<file path="config.mk">
export PLATFORM = sky130hd
export DESIGN_NAME = demux1to4_collect
export DESIGN_NICKNAME = d
export VERILOG_FILES = /design/src/rtl/demux1to4_collect_pkg.sv /design/src/rtl/demux1to4_collect_lane_ptr.sv /design/src/rtl/demux1to4_collect.sv
export SDC_FILE = /design/constraint.sdc
export NUM_CORES = 1
export LEC_CHECK = 0
export ABC_AREA = 1
export CORE_AREA = 2 2 39 41
export CTS_CLUSTER_DIAMETER = 50
export DETAILED_ROUTE_END_ITERATION = 10
export DIE_AREA = 0 0 41 43
export DONT_BUFFER_PORTS = 1
export GPL_ROUTABILITY_DRIVEN = 0
export HOLD_SLACK_MARGIN = 0.03
export PLACE_DENSITY = 0.63
export SETUP_SLACK_MARGIN = 0.05
export SYNTH_ARGS = -nofsm -noshare
export SYNTH_HDL_FRONTEND = slang
export SYNTH_SLANG_ARGS = --single-unit
</file>
<file path="constraint.sdc">
create_clock -name clk -period 2.8 [get_ports clk]
set_input_delay 0.42 -clock clk [delete_from_list [all_inputs] [get_ports clk]]
set_output_delay 0.42 -clock clk [all_outputs]
set_load 0.05 [all_outputs]
</file>
<file path="src/rtl/demux1to4_collect_pkg.sv">
// Shared definitions for the 1-to-4 lane demultiplexer and its lane pointer.
package demux1to4_collect_pkg;

   localparam int NUM_SLOTS = 4;
   localparam int SEL_W     = 2;

   // Lane select shared with the 4-to-1 mux stage: 00 selects slot 0 ... 11 selects slot 3.
   typedef logic [SEL_W-1:0] lane_sel_t;

   localparam lane_sel_t SLOT_LAST = 2'd3;

   // FILL: no unconsumed word on O. FULL: O holds a word awaiting out_ack.
   typedef enum logic {
      FILL = 1'b0,
      FULL = 1'b1
   } state_t;

endpackage

</file>
<file path="src/rtl/demux1to4_collect_lane_ptr.sv">
// Two-bit wrapping lane pointer with frame-sync clear and per-beat increment.
module demux1to4_collect_lane_ptr
   import demux1to4_collect_pkg::*;
(
   input  logic      clk,
   input  logic      reset,
   input  logic      clear,
   input  logic      inc,
   output lane_sel_t sel,
   output logic      last
);

   // A sync that arrives with a beat puts that beat in slot 0, so the pointer lands on slot 1.
   always_ff @(posedge clk) begin
      if (reset) begin
         sel <= '0;
      end else if (clear) begin
         sel <= inc ? lane_sel_t'(1) : lane_sel_t'(0);
      end else if (inc) begin
         sel <= lane_sel_t'(sel + 2'd1);
      end
   end

   assign last = (sel == SLOT_LAST);

endmodule

</file>
<file path="src/rtl/demux1to4_collect.sv">
// Rebuilds a 4-slot word from a serial lane and offers it with a valid/ack handshake.
module demux1to4_collect
   import demux1to4_collect_pkg::*;
#(
   parameter int LANE_W = 1
) (
   input  logic                        clk,
   input  logic                        reset,
   input  logic [LANE_W-1:0]           din,
   input  logic                        din_valid,
   input  logic                        sync,
   output logic [NUM_SLOTS*LANE_W-1:0] O,
   output lane_sel_t                   Sel,
   input  logic                        out_ack,
   output logic                        out_valid,
   output logic                        overrun
);

   // The last slot is never stored in the shadow: its beat goes straight into O on completion.
   logic [LANE_W-1:0]    sh [0:NUM_SLOTS-2];
   logic [NUM_SLOTS-2:0] wr_en;
   logic                 sel_last;
   logic                 complete;
   state_t               state;
   state_t               state_next;

   demux1to4_collect_lane_ptr u_lane_ptr (
      .clk   (clk),
      .reset (reset),
      .clear (sync),
      .inc   (din_valid),
      .sel   (Sel),
      .last  (sel_last)
   );

   assign complete = din_valid && !sync && sel_last;

   // Decode the shadow slot written by this beat; sync redirects the beat to slot 0.
   always_comb begin
      wr_en = '0;
      for (int i = 0; i < NUM_SLOTS - 1; i++) begin
         wr_en[i] = din_valid && (sync ? (i == 0) : (Sel == lane_sel_t'(i)));
      end
   end

   // Shadow slots collect the partial word; stale slots are simply overwritten later.
   always_ff @(posedge clk) begin
      if (reset) begin
         for (int i = 0; i < NUM_SLOTS - 1; i++) begin
            sh[i] <= '0;
         end
      end else begin
         for (int i = 0; i < NUM_SLOTS - 1; i++) begin
            if (wr_en[i]) begin
               sh[i] <= din;
            end
         end
      end
   end

   // Handshake state register.
   always_ff @(posedge clk) begin
      if (reset) begin
         state <= FILL;
      end else begin
         state <= state_next;
      end
   end

   // A completion always leaves a word pending; an ack only empties when nothing new arrives.
   always_comb begin
      state_next = state;
      case (state)
         FILL: begin
            if (complete) begin
               state_next = FULL;
            end
         end
         FULL: begin
            if (!complete && out_ack) begin
               state_next = FILL;
            end
         end
         default: state_next = FILL;
      endcase
   end

   assign out_valid = (state == FULL);

   // Slot 0 sits in the most significant lane of O; O keeps its value after an ack.
   always_ff @(posedge clk) begin
      if (reset) begin
         O <= '0;
      end else if (complete) begin
         O <= {sh[0], sh[1], sh[2], din};
      end
   end

   // Sticky flag for a new word replacing one the consumer never acknowledged.
   always_ff @(posedge clk) begin
      if (reset) begin
         overrun <= 1'b0;
      end else if (complete && out_valid && !out_ack) begin
         overrun <= 1'b1;
      end
   end

endmodule

</file>
# --- Word-level counts from Yosys, hierarchy flattened ---
# Memory sizes are Yosys's and may differ from the RTL's. A register that Yosys moved wholly into a read port is not among the register bits.
# Cells that the tools add are included.
totals:
  regBits: 8
  ramBits: 3
  input_bits: 6
  out_inout_bits: 8
  wordCells: 49
  n_memories: 1
op_classes:
  n_addsub: 1
  eq_ne: 3
  mux: 23
  bitwise: 4
  reduce_logical: 13
mem_list:
  columns: ["memory", "words", "word_bits", "read_ports", "rd_clocked_by_memory_dff", "write_ports", "line", "text"]
  rows:
  - ["sh", 3, 1, 3, 3, 3, "demux1to4_collect.sv:20", "logic [LANE_W-1:0] sh [0:NUM_SLOTS-2];"]
op_table:
  columns: ["operator", "count"]
  rows:
  - ["$mux W1", 20]
  - ["$logic_and A1 B1 Y1", 8]
  - ["$eq A2 B2 Y1 const B", 2]
  - ["$mux W2", 2]
  - ["$logic_not A1 Y1", 3]
  - ["$or A1 B1 Y1", 3]
  - ["$add A2 B1 Y2 const B", 1]
  - ["$eq A2 B1 Y1 const B", 1]
  - ["$logic_not A2 Y1", 1]
  - ["$pmux W1 S2", 1]
  - ["$reduce_bool A2 Y1", 1]
  - ["$not A1 Y1", 1]

# --- Depth between registers and ports, before layout ---
# Gate-level depths: netlist of the first run.
logic_depth:
  ltp_word: 7
  ltp_mapped: 8
  depth_no_buf: 8

# --- Cells and area by module ---
# From an unflattened synthesis of the first run, not the netlist that was laid out.
unflattened:
  cells_unflattened: 64
  hier_area_um2: 496.7
modules_own_cells:
  columns: ["module", "n_inst", "cells_each", "area_each_um2", "seq_area_each_um2"]
  rows:
  - ["demux1to4_collect", 1, 50, 392.9, 210.2]
  - ["demux1to4_collect_lane_ptr", 1, 14, 103.8, 40.0]

# --- Least setup slack after synthesis of the first run ---
# Ideal clock, no wire load.
synth_timing:
  kind: "register -> register"
  start: "register u_lane_ptr.sel[0]"
  end: "memory sh[0][0] (data pin)"
  setup_ps: 256
  t_arrival_ps: 1350
  t_required_ps: 2544
  slack_ps: 1194
  path_stages_with_launch: 9
  n_path_buf: 0
  period_less_slack_ps: 1606
  path_cell_list: "dfxtp_1 -> inv_1 -> ha_1 -> inv_1 -> nand2_1 -> nand2_1 -> nand2_1 -> nor2_1 -> nor2_1"
synth_lines:
  columns: ["item", "line", "text"]
  rows:
  - ["from (decl)", "demux1to4_collect_lane_ptr.sv:9", "output lane_sel_t sel,"]
  - ["from (signal assigned)", "demux1to4_collect_lane_ptr.sv:18", "sel <= inc ? lane_sel_t'(1) : lane_sel_t'(0);"]
  - ["from (signal assigned)", "demux1to4_collect_lane_ptr.sv:20", "sel <= lane_sel_t'(sel + 2'd1);"]
  - ["to (decl)", "demux1to4_collect.sv:20", null]

==> qor.log, run 1 <==
INFO  pwr            power.combinational.fraction=0.080
INFO  synth          synth-edff-count=3
INFO  critical_path  cp_common_cell=nand2_1
INFO  clock_network  path_clk_slew=70ps
INFO  detailed_routing avgRoutedWirePerCell=10.7um
INFO  timing         maxSlewHeadroom=0.606
INFO  clock_network  post_cts_resized=0
INFO  global_route   gr-usage-all-layers=0.122
INFO  clock_network  post-cts-setup-buffers=0
INFO  pwr            pwr_density_cell=521nW/um^2
INFO  detailed_routing routed_wirelength=877um
INFO  detailed_routing drt_first_pass_iters=2
INFO  critical_path  path_cells=inv_1, ha_1, inv_1, nand2_1, nand2_1, nand2_1, nor2_1, nor2_1
INFO  timing         finalClockSkew=1.68ps
INFO  timing         unrepaired_setup_endpoints_after_global_routing=false
INFO  detailed_routing ant_nets=0
INFO  clock_network  numCtsBuffers=3
INFO  critical_path  timing.critical_path.required=2820ps
INFO  clock_network  clock_tree_from_tritoncts=yes
INFO  synth          netlist_area=548um^2
INFO  clock_network  cts_num_sinks=11
INFO  floorplanning  fp.dieH=43um
INFO  timing         slew_violations=0
INFO  pwr            total_power=0.302mW
INFO  synth          dominant_synthesized_flop_cell=dfxtp_1
INFO  floorplanning  design.die.area=1760um^2
INFO  final_layout   layoutNonFillerInstCount=82
INFO  detailed_routing drc_errors=0
INFO  final_layout   finish.utilization=0.419
INFO  timing         hold_violations=0
INFO  pwr            pwr-share-seq=0.574
INFO  critical_path  criticalPathCategory=flip-flop to flip-flop
INFO  synth          yosys_warnings=0
INFO  global_route   first_global_vias=389
INFO  clock_network  clk_path_buf_depth=2
INFO  final_layout   stdcell_area=579um^2
INFO  critical_path  cp_max_fo=5
INFO  timing         hold-worst-slack=218ps
INFO  timing         post-route-worst-setup-slack=1160ps
INFO  timing         worst-slew-pin-transition=590ps
INFO  placed_design  dp_hpwl=679um
INFO  floorplanning  design.portCount=14
INFO  timing         final_min_period_over_clock_period=0.585
INFO  pwr            internal_power=0.232mW
INFO  final_layout   commonest_non_fill_non_tap_cells_in_the_layout=nand2_1, dfxtp_1, nor2_1
INFO  run_status     outcome=finished clean
INFO  detailed_routing num_vias=403
INFO  critical_path  worst_path_largest_cell_delay=700ps
INFO  placed_design  port_buffers=0
INFO  timing         setup_viol=0
INFO  floorplanning  core-area=1380um^2
INFO  placed_design  placed_cells=78
INFO  clock_network  cts_hold_buf=0
INFO  synth          proportion_of_register_bits_with_asynchronous_set_or_reset_after_synthesis=0
INFO  placed_design  placement.setup.worst_slack=1160ps
INFO  final_layout   design.final.nets=77
INFO  clock_network  clk_latency=260ps
INFO  pwr            p_leak=0.237nW
INFO  timing         finalWorstPathRequiredPeriod=1640ps
INFO  pwr            vdd.ir_drop.worst=0.216mV
INFO  synth          sequential_area_share_after_synthesis=0.457
INFO  pwr            net-switching-power=0.0698mW
INFO  synth          synth.avg_cell_area=8.70um^2
INFO  pwr            power.share.clock=0.346
INFO  final_layout   antenna_diode_count=0
INFO  global_route   grt_start_max_net_pins=12
INFO  floorplanning  rows=14
INFO  floorplanning  start_util=0.396
INFO  pwr            p_sw_frac=0.231
INFO  clock_network  ctsRootBufferMaster=clkbuf_4
INFO  clock_network  clock_tree.htree_level_count=1
INFO  global_route   grt_antenna_before_repair=0
INFO  floorplanning  die_width=41um
INFO  placed_design  placement.cell_area=553um^2
INFO  final_layout   fillCellCount=155
INFO  timing         fmax=610MHz
INFO  critical_path  worst-endpoint-arrival=1650ps
INFO  detailed_routing via_per_inst=4.91
INFO  critical_path  setup.worst_path.end_class=flip-flop
INFO  synth          netlist_instances=63
INFO  timing         fin_setup_tns=0ps
INFO  global_route   grt_first_pass_wirelength=1410um
INFO  final_layout   syn2layout_area_growth=5.71%
INFO  critical_path  slowest_stage=dfxtp_1
INFO  synth          synth.lib_cells_used.distinct=16
INFO  flow_run       drv_cap=0
INFO  final_layout   post_route_cells_drive_above_1_share=0.136
INFO  synth          ys_ff_latch=11
INFO  min_path       hp-class=input pin to flip-flop
INFO  critical_path  timing.critical_path.from_type=flip-flop
INFO  detailed_routing dr.first_iter.drc_count=3
INFO  final_layout   leading_cell_type_in_the_layout_fill_and_taps_excluded=nand2_1
INFO  global_route   grt_remaining_overflow=0
INFO  synth          syn-num-nets=73
## worst paths after layout
kind / slack (ps) / startpoint / cells past startpoint / to
worst min-delay path: 220 / reset / 1 / u_lane_ptr.sel[0]$_SDFFE_PP0P_
worst max-delay path: 1160 / u_lane_ptr.sel[1]$_SDFFE_PP0P_ / 8 / sh[0][1]$_DFFE_PP_
worst min register to register: 550 / sh[0][0]$_DFFE_PP_ / 2 / O[3]$_SDFFE_PP0P_
worst max register to register: 1160 / u_lane_ptr.sel[1]$_SDFFE_PP0P_ / 8 / sh[0][1]$_DFFE_PP_
## power groups by stage
stage	clock network (mW)	registers, mW	logic [mW]
finish	0.104	0.173	0.0241
global route	0.119	0.174	0.0275
CTS	0.110	0.173	0.0247
detailed placement	0	0.177	0.0246
global placement	0	0.177	0.0243
floorplan	0	0.181	0.0221
## synth_stat cells (2+ instances only)
cell      count  share of area
a21oi_1       6          0.055
buf_6         2          0.041
dfxtp_1       8           0.29
edfxtp_1      3           0.16
ha_1          4          0.091
inv_1         7          0.048
inv_4         2          0.023
nand2_1      12          0.082
nand3_1       2          0.018
nand4_1       4          0.046
nor2_1        8          0.055
## layout make-up
type                    instances  area, um^2  share of cell area
flip-flops and latches         11         250               0.432
multi-input cells              41         236               0.408
inverters                       9        38.8              0.0670
clock buffers                   4        26.3              0.0454
well taps                      16        20.0              0.0346
repair buffers                  1        7.51              0.0130
## critical path: cells and delay by family, from the launching register on
| kind | cells | cell delay [ps] |
|---|---|---|
| adders and majority gates | 1 | 200 |
| and+or+nand+nor | 5 | 320 |
| buffers and inverters | 2 | 180 |
| DFF | 1 | 700 |
## registers in the layout, summed over array words and instances, names as in the netlist
| register | flops |
|---|---|
| O | 4 |
| sh | 3 |
| out_valid | 1 |
| u_lane_ptr.sel | 2 |
| overrun | 1 |
## logic make-up after synthesis
family                   Yosys count  synth area share
buffers and inverters             11             0.112
flip-flops                        11             0.457
AO/OA/AOI/OAI                      7            0.0639
AND/OR/NAND/NOR                   30             0.276
adder cells (fa/ha/maj)            4            0.0913
## per-layer routing
layer	vias up	wire length (um)	share of wire	track usage
met4	0	0	0	0.100
met1	183	370	0.42	0.125
met2	12	441	0.50	0.188
met5	-	0	0	0
met3	0	65	0.074	0.0419
li1	208	-	-	-
Power figures use the tool's default switching activity.
==> run 2: changes to the inputs <==
--- a/config.mk
+++ b/config.mk
@@ -5,7 +5,7 @@
 export SDC_FILE = /design/constraint.sdc
 export NUM_CORES = 1
 export LEC_CHECK = 0
-export ABC_AREA = 1
+export ABC_AREA = 0
 export CORE_AREA = 2 2 39 41
 export CTS_CLUSTER_DIAMETER = 50
 export DETAILED_ROUTE_END_ITERATION = 10
@@ -13,7 +13,7 @@
 export DONT_BUFFER_PORTS = 1
 export GPL_ROUTABILITY_DRIVEN = 0
 export HOLD_SLACK_MARGIN = 0.03
-export PLACE_DENSITY = 0.63
+export PLACE_DENSITY = 0.58
 export SETUP_SLACK_MARGIN = 0.05
 export SYNTH_ARGS = -nofsm -noshare
 export SYNTH_HDL_FRONTEND = slang
==> constraint.sdc (replaced) <==
create_clock -name clk -period 1.55 [get_ports clk]
set_input_delay 0.2325 -clock clk [delete_from_list [all_inputs] [get_ports clk]]
set_output_delay 0.2325 -clock clk [all_outputs]
set_load 0.05 [all_outputs]
==> run 2 against run 1 <==
  * Synthesized cell count down 24%
  * Combinational power is 88% higher
  * Die area unchanged
  * Register-to-register slack lost 880 ps
  * Setup slack got worse by 880 ps
  * Final area is 2.4% higher
  * Critical endpoint unchanged
  * Final cell count decreased by 9.8%
  * Utilization increased by 0.99 points
  * Routed wire length increased by 6.7%
==> qor.log, run 2 <==
INFO  final_layout   largest_register_ff_count=4
INFO  final_layout   finish.utilization=0.429
INFO  detailed_routing dr.first_iter.drc_count=5
INFO  timing         fmax=787MHz
INFO  clock_network  clk_latency=270ps
INFO  critical_path  timing.critical_path.from_type=flip-flop
INFO  synth          dominant_synthesized_flop_cell=dfxtp_1
INFO  global_route   grt_start_max_net_pins=8
INFO  clock_network  clock_tree.htree_level_count=1
INFO  synth          synth.lib_cells_used.distinct=18
INFO  clock_network  numCtsBuffers=3
INFO  synth          proportion_of_register_bits_with_asynchronous_set_or_reset_after_synthesis=0
INFO  global_route   grt_first_pass_wirelength=1470um
INFO  synth          synth-edff-count=3
INFO  detailed_routing ant_nets=0
INFO  timing         hold_violations=0
INFO  final_layout   antenna_diode_count=0
INFO  detailed_routing drc_errors=0
INFO  floorplanning  rows=14
INFO  synth          netlist_instances=48
INFO  synth          yosys-top-cells-area=dfxtp_1, edfxtp_1, ha_1, a21oi_1, nand3_1
INFO  synth          yosys.area.top_type_share=0.327
INFO  global_route   grt_remaining_overflow=0
INFO  clock_network  clock_tree_from_tritoncts=yes
INFO  clock_network  path_clk_slew=70ps
INFO  timing         fin_setup_tns=0ps
INFO  timing         unrepaired_setup_endpoints_after_global_routing=false
INFO  placed_design  port_buffers=0
INFO  timing         setup_viol=0
INFO  detailed_routing drt_first_pass_iters=4
INFO  synth          sequential_area_share_after_synthesis=0.510
INFO  placed_design  placement.setup.worst_slack=301ps
INFO  timing         slew_violations=0
INFO  global_route   gr-usage-all-layers=0.129
INFO  clock_network  clk_path_buf_depth=2
INFO  clock_network  post-cts-setup-buffers=0
INFO  global_route   grt_antenna_before_repair=0
INFO  detailed_routing avgRoutedWirePerCell=12.6um
INFO  floorplanning  fp.dieH=43um
INFO  pwr            power.share.clock=0.355
INFO  synth          post-synth-top-count-cell=dfxtp_1
INFO  synth          post-synth-top-area-cell=dfxtp_1
INFO  pwr            internal_power=0.423mW
INFO  pwr            p_sw_frac=0.229
INFO  floorplanning  start_util=0.354
INFO  timing         worst-slew-pin-transition=506ps
INFO  clock_network  ctsRootBufferMaster=clkbuf_4
INFO  critical_path  cp_max_fo=5
INFO  synth          yosys_warnings=0
INFO  timing         finalClockSkew=4.23ps
INFO  timing         final_min_period_over_clock_period=0.820
INFO  final_layout   layoutNonFillerInstCount=74
INFO  critical_path  setup.worst_path.end_class=flip-flop
INFO  clock_network  post_cts_resized=0
INFO  floorplanning  die_width=41um
INFO  timing         finalWorstPathRequiredPeriod=1270ps
INFO  synth          synth.avg_cell_area=10.2um^2
INFO  timing         hold-worst-slack=55.2ps
INFO  synth          ys_ff_latch=11
INFO  pwr            p_leak=0.236nW
INFO  pwr            power.combinational.fraction=0.083
INFO  pwr            net-switching-power=0.126mW
INFO  pwr            pwr-share-seq=0.562
INFO  critical_path  worst-endpoint-arrival=1280ps
INFO  final_layout   design.final.nets=69
INFO  synth          syn-num-nets=58
INFO  final_layout   syn2layout_area_growth=20.9%
INFO  pwr            vdd.ir_drop.worst=0.352mV
INFO  pwr            pwr_density_cell=926nW/um^2
INFO  clock_network  cts_hold_buf=2
INFO  clock_network  cts_num_sinks=11
INFO  run_status     outcome=finished clean
INFO  detailed_routing via_per_inst=5.16
INFO  placed_design  placed_cells=68
INFO  final_layout   commonest_non_fill_non_tap_cells_in_the_layout=dfxtp_1, a21oi_1, nand2_1, buf_4
INFO  min_path       hp-class=input pin to flip-flop
INFO  floorplanning  core-area=1380um^2
INFO  critical_path  timing.critical_path.required=1560ps
INFO  final_layout   post_route_cells_drive_above_1_share=0.224
INFO  final_layout   layout_top_registers=O (4), sh (3), u_lane_ptr.sel (2)
INFO  placed_design  dp_hpwl=622um
INFO  timing         post-route-worst-setup-slack=280ps
INFO  global_route   first_global_vias=334
INFO  synth          netlist_area=490um^2
INFO  timing         maxSlewHeadroom=0.662
INFO  final_layout   registers.top_by_ff_count=O
INFO  detailed_routing routed_wirelength=936um
INFO  floorplanning  design.die.area=1760um^2
INFO  floorplanning  design.portCount=14
INFO  critical_path  criticalPathCategory=flip-flop to flip-flop
INFO  synth          synth_common_cells=dfxtp_1, a21oi_1, nand2_1
INFO  flow_run       drv_cap=0
INFO  detailed_routing num_vias=382
-- run 2: final timing paths --
check | start | to | slack (ps) | depth (start not counted)
max | u_lane_ptr.sel[1]$_SDFFE_PP0P_ | sh[0][1]$_DFFE_PP_ | 280 | 4
min | reset | overrun$_SDFFE_PP0P_ | 60 | 1
max reg2reg | u_lane_ptr.sel[1]$_SDFFE_PP0P_ | sh[0][1]$_DFFE_PP_ | 280 | 4
min reg2reg | O[2]$_SDFFE_PP0P_ | O[2]$_SDFFE_PP0P_ | 450 | 2
-- run 2: kinds of logic after synthesis --
kind of cell	synth area share
mux	0.0204
buf+inv	0.0230
simple gates	0.207
flops	0.510
fa+ha+maj	0.102
compound gates	0.138
-- run 2: layout make-up --
cell class / count / area (um^2)
Fill cell: 135 / 791
Inverter: 2 / 7.51
Sequential cell: 11 / 253
Multi-Input combinational cell: 34 / 229
Timing Repair Buffer: 7 / 57.6
Clock buffer: 4 / 26.3
Tap cell: 16 / 20.0
-- run 2: power by group through the flow --
stage / combinational (mW) / sequential, mW / clock [mW]
global route: 0.0494 / 0.309 / 0.215
detailed placement: 0.0390 / 0.315 / 0
floorplan: 0.0253 / 0.323 / 0
global placement: 0.0383 / 0.315 / 0
finish: 0.0454 / 0.309 / 0.195
CTS: 0.0459 / 0.308 / 0.201
-- run 2: stage by stage --
stage / instance area (um^2) / power (mW)
after detailed placement: 547 / 0.354
after floorplan: 493 / 0.348
after global placement: 547 / 0.353
after CTS: 593 / 0.556
final: 593 / 0.549
after global routing: 593 / 0.574
-- run 2: critical path: stages, from the launching register on --
cell and delay [ps]:
dfxtp_2 370, inv_1 70, ha_1 190, nor4_1 280
nor3_1 110
-- run 2: routing by layer --
metal  up-vias  global-route usage  wire length [um]
met4         0              0.0600                14
met2        14               0.178               436
met3         2              0.0890                82
met1       175               0.148               403
met5         -                   0                 0
li1        191                   -                 -
